===== src/rtl/spinner_ctrl_if.sv =====
// Signal bundle between the input-mapping logic and the spinner sequencer.
// The master side drives buttons and mouse packets; the slave side returns the registered controls.
interface spinner_ctrl_if;
    logic       btn_minus;
    logic       btn_plus;
    logic       btn_fast;
    logic [8:0] mouse_in;
    logic       minus;
    logic       plus;
    logic       fast;
    logic       strobe;
    logic [8:0] spin_in;
    logic       src_mouse;

    modport master (
        output btn_minus, btn_plus, btn_fast, mouse_in,
        input  minus, plus, fast, strobe, spin_in, src_mouse
    );

    modport slave (
        input  btn_minus, btn_plus, btn_fast, mouse_in,
        output minus, plus, fast, strobe, spin_in, src_mouse
    );
endinterface


===== src/rtl/spinner_ctrl.sv =====
// Spinner sequencer: strobe divider, button auto-acceleration FSM and
// digital/mouse source arbitration. Every output comes straight from a register.
module spinner_ctrl #(
    parameter int STROBE_DIV    = 200000,
    parameter int HOLD_STROBES  = 8,
    parameter int MOUSE_TIMEOUT = 60
) (
    input  logic          clk,
    input  logic          reset,
    spinner_ctrl_if.slave io
);

    localparam int DIV_W  = $clog2(STROBE_DIV);
    localparam int HOLD_W = $clog2(HOLD_STROBES + 1);
    localparam int TO_W   = $clog2(MOUSE_TIMEOUT + 1);

    localparam logic [DIV_W-1:0]  DIV_LAST = DIV_W'(STROBE_DIV - 1);
    localparam logic [HOLD_W-1:0] HOLD_MAX = HOLD_W'(HOLD_STROBES);
    localparam logic [TO_W-1:0]   TO_LAST  = TO_W'(MOUSE_TIMEOUT - 1);

    typedef enum logic [1:0] {ST_IDLE, ST_HOLD, ST_FAST} state_t;
    typedef enum logic [1:0] {DIR_NONE, DIR_MINUS, DIR_PLUS} dir_t;

    logic [DIV_W-1:0]  div_q;
    state_t            state_q, state_d;
    logic [HOLD_W-1:0] hold_q, hold_d;
    dir_t              prev_dir_q;
    logic [TO_W-1:0]   to_q, to_d;
    logic              src_q, src_d;
    logic              hist_q;
    logic              strobe_q, minus_q, plus_q, fast_q;
    logic [8:0]        spin_q;

    dir_t              dir;
    logic              tick;
    logic signed [7:0] delta;
    logic              pkt;
    logic              fwd;

    assign tick  = (div_q == DIV_LAST);
    assign delta = io.mouse_in[7:0];
    assign pkt   = (io.mouse_in[8] != hist_q);
    // Digital input owns the counter: mouse motion is dropped whenever a direction is held.
    assign fwd   = pkt && (delta != 8'sd0) && (dir == DIR_NONE);

    always_comb begin
        dir = DIR_NONE;
        if (io.btn_plus && !io.btn_minus) begin
            dir = DIR_PLUS;
        end else if (io.btn_minus && !io.btn_plus) begin
            dir = DIR_MINUS;
        end
    end

    always_comb begin
        state_d = state_q;
        hold_d  = hold_q;
        case (state_q)
            ST_IDLE: begin
                if (dir != DIR_NONE) begin
                    state_d = ST_HOLD;
                    hold_d  = HOLD_W'(1);
                end
            end
            ST_HOLD: begin
                if (dir == DIR_NONE) begin
                    state_d = ST_IDLE;
                    hold_d  = '0;
                end else if (dir != prev_dir_q) begin
                    hold_d  = HOLD_W'(1);
                end else if (hold_q == HOLD_MAX) begin
                    state_d = ST_FAST;
                end else begin
                    hold_d  = hold_q + HOLD_W'(1);
                end
            end
            ST_FAST: begin
                if (dir == DIR_NONE) begin
                    state_d = ST_IDLE;
                    hold_d  = '0;
                end else if (dir != prev_dir_q) begin
                    state_d = ST_HOLD;
                    hold_d  = HOLD_W'(1);
                end
            end
            default: begin
                state_d = ST_IDLE;
                hold_d  = '0;
            end
        endcase
    end

    // A forwarded packet restarts the inactivity window even on a tick cycle.
    always_comb begin
        src_d = src_q;
        to_d  = to_q;
        if (tick) begin
            if (dir != DIR_NONE) begin
                src_d = 1'b0;
                to_d  = '0;
            end else if (src_q) begin
                if (to_q == TO_LAST) begin
                    src_d = 1'b0;
                    to_d  = '0;
                end else begin
                    to_d  = to_q + TO_W'(1);
                end
            end
        end
        if (fwd) begin
            src_d = 1'b1;
            to_d  = '0;
        end
    end

    always_ff @(posedge clk or posedge reset) begin
        if (reset) begin
            div_q      <= '0;
            state_q    <= ST_IDLE;
            hold_q     <= '0;
            prev_dir_q <= DIR_NONE;
            to_q       <= '0;
            src_q      <= 1'b0;
            hist_q     <= 1'b0;
            strobe_q   <= 1'b0;
            minus_q    <= 1'b0;
            plus_q     <= 1'b0;
            fast_q     <= 1'b0;
            spin_q     <= '0;
        end else begin
            hist_q   <= io.mouse_in[8];
            div_q    <= tick ? '0 : div_q + DIV_W'(1);
            strobe_q <= tick;
            src_q    <= src_d;
            to_q     <= to_d;
            if (tick) begin
                state_q    <= state_d;
                hold_q     <= hold_d;
                prev_dir_q <= dir;
                minus_q    <= (dir == DIR_MINUS);
                plus_q     <= (dir == DIR_PLUS);
                fast_q     <= io.btn_fast || (state_d == ST_FAST);
            end
            if (fwd) begin
                spin_q <= {~spin_q[8], delta};
            end
        end
    end

    assign io.strobe    = strobe_q;
    assign io.minus     = minus_q;
    assign io.plus      = plus_q;
    assign io.fast      = fast_q;
    assign io.spin_in   = spin_q;
    assign io.src_mouse = src_q;

endmodule


===== src/flat_wrapper.sv =====
// flat-port wrapper written by rule: the top's interface ports become plain ports
module spinner_ctrl_flat 
#(
    parameter int STROBE_DIV    = 200000,
    parameter int HOLD_STROBES  = 8,
    parameter int MOUSE_TIMEOUT = 60
)
  (clk, reset, io_btn_minus, io_btn_plus, io_btn_fast, io_mouse_in, io_minus, io_plus, io_fast, io_strobe, io_spin_in, io_src_mouse);
  spinner_ctrl_if io_i ();
  input  logic clk;
  input  logic reset;
  input wire logic [$bits(io_i.btn_minus)-1:0] io_btn_minus;
  input wire logic [$bits(io_i.btn_plus)-1:0] io_btn_plus;
  input wire logic [$bits(io_i.btn_fast)-1:0] io_btn_fast;
  input wire logic [$bits(io_i.mouse_in)-1:0] io_mouse_in;
  output wire logic [$bits(io_i.minus)-1:0] io_minus;
  output wire logic [$bits(io_i.plus)-1:0] io_plus;
  output wire logic [$bits(io_i.fast)-1:0] io_fast;
  output wire logic [$bits(io_i.strobe)-1:0] io_strobe;
  output wire logic [$bits(io_i.spin_in)-1:0] io_spin_in;
  output wire logic [$bits(io_i.src_mouse)-1:0] io_src_mouse;
  assign io_i.btn_minus = io_btn_minus;
  assign io_i.btn_plus = io_btn_plus;
  assign io_i.btn_fast = io_btn_fast;
  assign io_i.mouse_in = io_mouse_in;
  assign io_minus = io_i.minus;
  assign io_plus = io_i.plus;
  assign io_fast = io_i.fast;
  assign io_strobe = io_i.strobe;
  assign io_spin_in = io_i.spin_in;
  assign io_src_mouse = io_i.src_mouse;
  spinner_ctrl #(.STROBE_DIV(STROBE_DIV), .HOLD_STROBES(HOLD_STROBES), .MOUSE_TIMEOUT(MOUSE_TIMEOUT)) u_core (.clk(clk), .reset(reset), .io(io_i));
endmodule

===== config.mk =====
export PLATFORM = sky130hd
export DESIGN_NAME = spinner_ctrl_flat
export DESIGN_NICKNAME = d
export VERILOG_FILES = /design/src/rtl/spinner_ctrl_if.sv /design/src/rtl/spinner_ctrl.sv /design/src/flat_wrapper.sv
export SDC_FILE = /design/constraint.sdc
export NUM_CORES = 1
export LEC_CHECK = 0
export CELL_PAD_IN_SITES_DETAIL_PLACEMENT = 1
export CELL_PAD_IN_SITES_GLOBAL_PLACEMENT = 2
export CORE_ASPECT_RATIO = 0.7
export CORE_MARGIN = 10
export CORE_UTILIZATION = 40
export CTS_BUF_LIST = sky130_fd_sc_hd__clkbuf_8
export DETAILED_ROUTE_END_ITERATION = 6
export PLACE_DENSITY = 0.89
export SYNTH_ARGS = -nofsm -noshare
export SYNTH_HDL_FRONTEND = slang
export SYNTH_SLANG_ARGS = --single-unit

===== constraint.sdc =====
create_clock -name clk -period 4.7 [get_ports clk]
set_input_delay 0.94 -clock clk [delete_from_list [all_inputs] [get_ports clk]]
set_output_delay 0.94 -clock clk [all_outputs]
set_load 0.01 [all_outputs]

==> impl_metrics.yaml <==
global_route:
  grt_max_degree: 46
  grt_pass1_vias: 1746
  gr-total-overflow: 0
  grt_usage_pct: 11.9
  grt_pass1_wl_mm: 9.01
  grt_antenna_before_repair: 0
routing:
  avgRoutedWirePerCell_um: 16.5
  antenna_left: 0
  drt_iter0_markers: 88
  dr.pass1.iters: 4
  drc: 0
  vias: 1717
  wl_mm: 5.31
  vias_per_cell: 5.35
sta:
  finalMaxSlewViolations: 0
  setup_viol: 0
  fin_crit_ns: 2.89
  tns_ns: 0
  whs_ns: 0.468
  hold_viol_final: 0
  clock_skew_ns: 0.00919
  rsz0062_at_grt: "false"
  fin_crit_sh_pct: 61.6
  relSlewSlack_pct: 37.7
  worst_slew_pin_slew_ns: 0.933
  timing.fmax_ghz: 0.346
die:
  start_util_pct: 42.3
  rows: 22
  ios: 28
  core_area_um2: 5370
  die-area_um2: 9130
  die_x_um: 110
  die_y_um: 83.0
power_and_ir_drop:
  ir_worst_vdd_mv: 0.165
  p_leak_nw: 1.12
  p_per_area_nw_per_um2: 295
synthesis:
  synth_edf_count: 0
  synth_ff_type: "dfrtp_1"
  syn-num-nets: 241
  ys_warn_count: 0
  synth-seq-cells: 45
  synth_area_per_cell_um2: 10.3
  synth_area_um2: 2270
  async_flop_share_pct: 100
  ys_types: 45
  yosysSeqAreaShare_pct: 49.6
  syn_inst: 221
setup_path:
  reg2reg_slack_ns: 2.54
  path_class: "in -> reg"
  reg2regPathDepth: 5
  start_kind: "primary input"
  arrival_ns: 3.08
  cp.required_ns: 4.89
  crit_path_end_kind: "register"
  path_max_fanout: 12
  r2r-start: "u_core.div_q[13]$_DFF_PP0_"
  r2r_end: "u_core.to_q[4]$_DFFE_PP0P_"
hold_path:
  hp-start: "u_core.div_q[4]$_DFF_PP0_"
  hold_depth: 1
  min_path_type: "reg -> reg"
  min_to: "u_core.div_q[4]$_DFF_PP0_"
clocking:
  cts_hold_repair.buffers: 0
  htree_levels: 2
  cts_sinks: 45
  cts_setup_buffers: 0
  clk_pin_slew_ns: 0.09
  root_buffer: "clkbuf_8"
  numCtsBuffers: 5
  clkLatencyLatePin_ns: 0.30
  clk_path_buf_depth: 2
  post_cts_resized: 0
  cts_tree: "done"
finish:
  fin_cells: 321
  area_delta_synth_final_pct: 18.8
  num_antenna_cells: 0
  drive_gt1_share_pct: 10.4
  nets: 268
place:
  dp_cells: 313
  gp_congestion: 0.849
  dp_hpwl_mm: 3.88
  port_buffers: 27
job:
  drv_cap: 0
status:
  status: "finished, final reports clean"
-- kinds of logic (layout without fill, tap and decap cells) --
logic type	after synthesis	count (layout)	synth area share [%]
DFF	45	45	49.6
adders and majority gates	6	6	3.31
muxes	10	10	4.85
and+or+nand+nor	93	93	23.3
buffers and inverters	15	43	2.48
xor gates and xnor gates	17	17	6.56
AOI/OAI and AO/OA	35	35	9.82
-- worst max path at each step --
stage	startpoint	endpoint	slack, ns	cells after the start
floorplan	io_btn_plus	u_core.to_q[4]$_DFFE_PP0P_	2.18	6
global placement	io_btn_plus	u_core.to_q[4]$_DFFE_PP0P_	1.57	8
detailed placement	io_btn_plus	u_core.to_q[3]$_DFFE_PP0P_	1.48	8
CTS	io_btn_plus	u_core.to_q[3]$_DFFE_PP0P_	1.79	8
global route	io_btn_plus	u_core.to_q[3]$_DFFE_PP0P_	1.65	8
finish	io_btn_plus	u_core.to_q[3]$_DFFE_PP0P_	1.81	8
-- power by group --
group          leakage, nW  switching, mW  internal [mW]
combinational        0.530         0.0547         0.0712
sequential           0.557         0.0124          0.409
clock               0.0364          0.143          0.104
-- area by class of cell --
| cell class | instances | area, um2 |
|---|---|---|
| Multi-Input combinational cell | 161 | 1090 |
| Clock buffer | 5 | 68.8 |
| Fill cell | 605 | 2670 |
| Tap cell | 72 | 90.1 |
| Inverter | 8 | 30.0 |
| Clock inverter | 3 | 22.5 |
| Sequential cell | 45 | 1130 |
| Timing Repair Buffer | 27 | 270 |
-- through the flow --
stage / cell area [um2] / total power, mW / worst slack (ns) / utilization (%)
floorplan: 2270 / 0.486 / 2.18 / -
CTS: 2690 / 0.808 / 1.79 / 50.2
global placement: 2600 / 0.557 / 1.57 / 48.5
detailed placement: 2600 / 0.558 / 1.48 / 48.5
finish: 2690 / 0.795 / 1.81 / 50.2
global route: 2690 / 0.830 / 1.65 / 50.2
-- routing by layer --
metal	vias to the layer above	wire, um	track usage (%)
li1	843	-	-
met1	851	2840	17.9
met2	19	2310	16.7
met3	4	134	3.01
met4	0	28	2.34
met5	-	0	0
-- flip-flops by register name, indices dropped and copies added, names as in the netlist --
signal,flops
u_core.div_q,18
u_core.hist_q,1
u_core.hold_q,4
u_core.io.fast,1
u_core.io.plus,1
u_core.io.spin_in,9
u_core.io.src_mouse,1
u_core.io.strobe,1
u_core.prev_dir_q,1
u_core.state_q,2
u_core.to_q,6
-- cell usage after synthesis (all sizes together), types with 5 or more instances --
library cell	instances	share of area (%)
dfrtp	45	50
nand2	20	3.3
nor2	14	2.3
nand3	13	3.3
o21ai	11	2.4
xnor2	11	4.2
a21oi	9	2.0
inv	8	1.3
mux2	8	4.0
nor3	8	1.8
clkbuf	7	1.2
and3	6	1.7
ha	6	3.3
xor2	6	2.3
nand4	5	1.4
nor2b	5	1.4
-- critical path, cell delays in order --
cell and delay [ns]:
clkdlybuf4s50_1 0.48, inv_1 0.05, ha_1 0.50, inv_1 0.18, a211o_1 0.43, o31a_1 0.23
o21ai_0 0.18, o21ai_1 0.08
-- placed cells by master (no fill, tap or decap), drive strengths merged, types with 6 or more instances in the layout --
cell	instances
nor2	14
xnor2	11
dfrtp	45
nor3	8
o21ai	11
nand2	20
inv	8
and3	6
mux2	8
nand3	13
ha	6
a21oi	9
clkdlybuf4s50	27
xor2	6
Note: power is estimated with default switching activity, not from simulation.
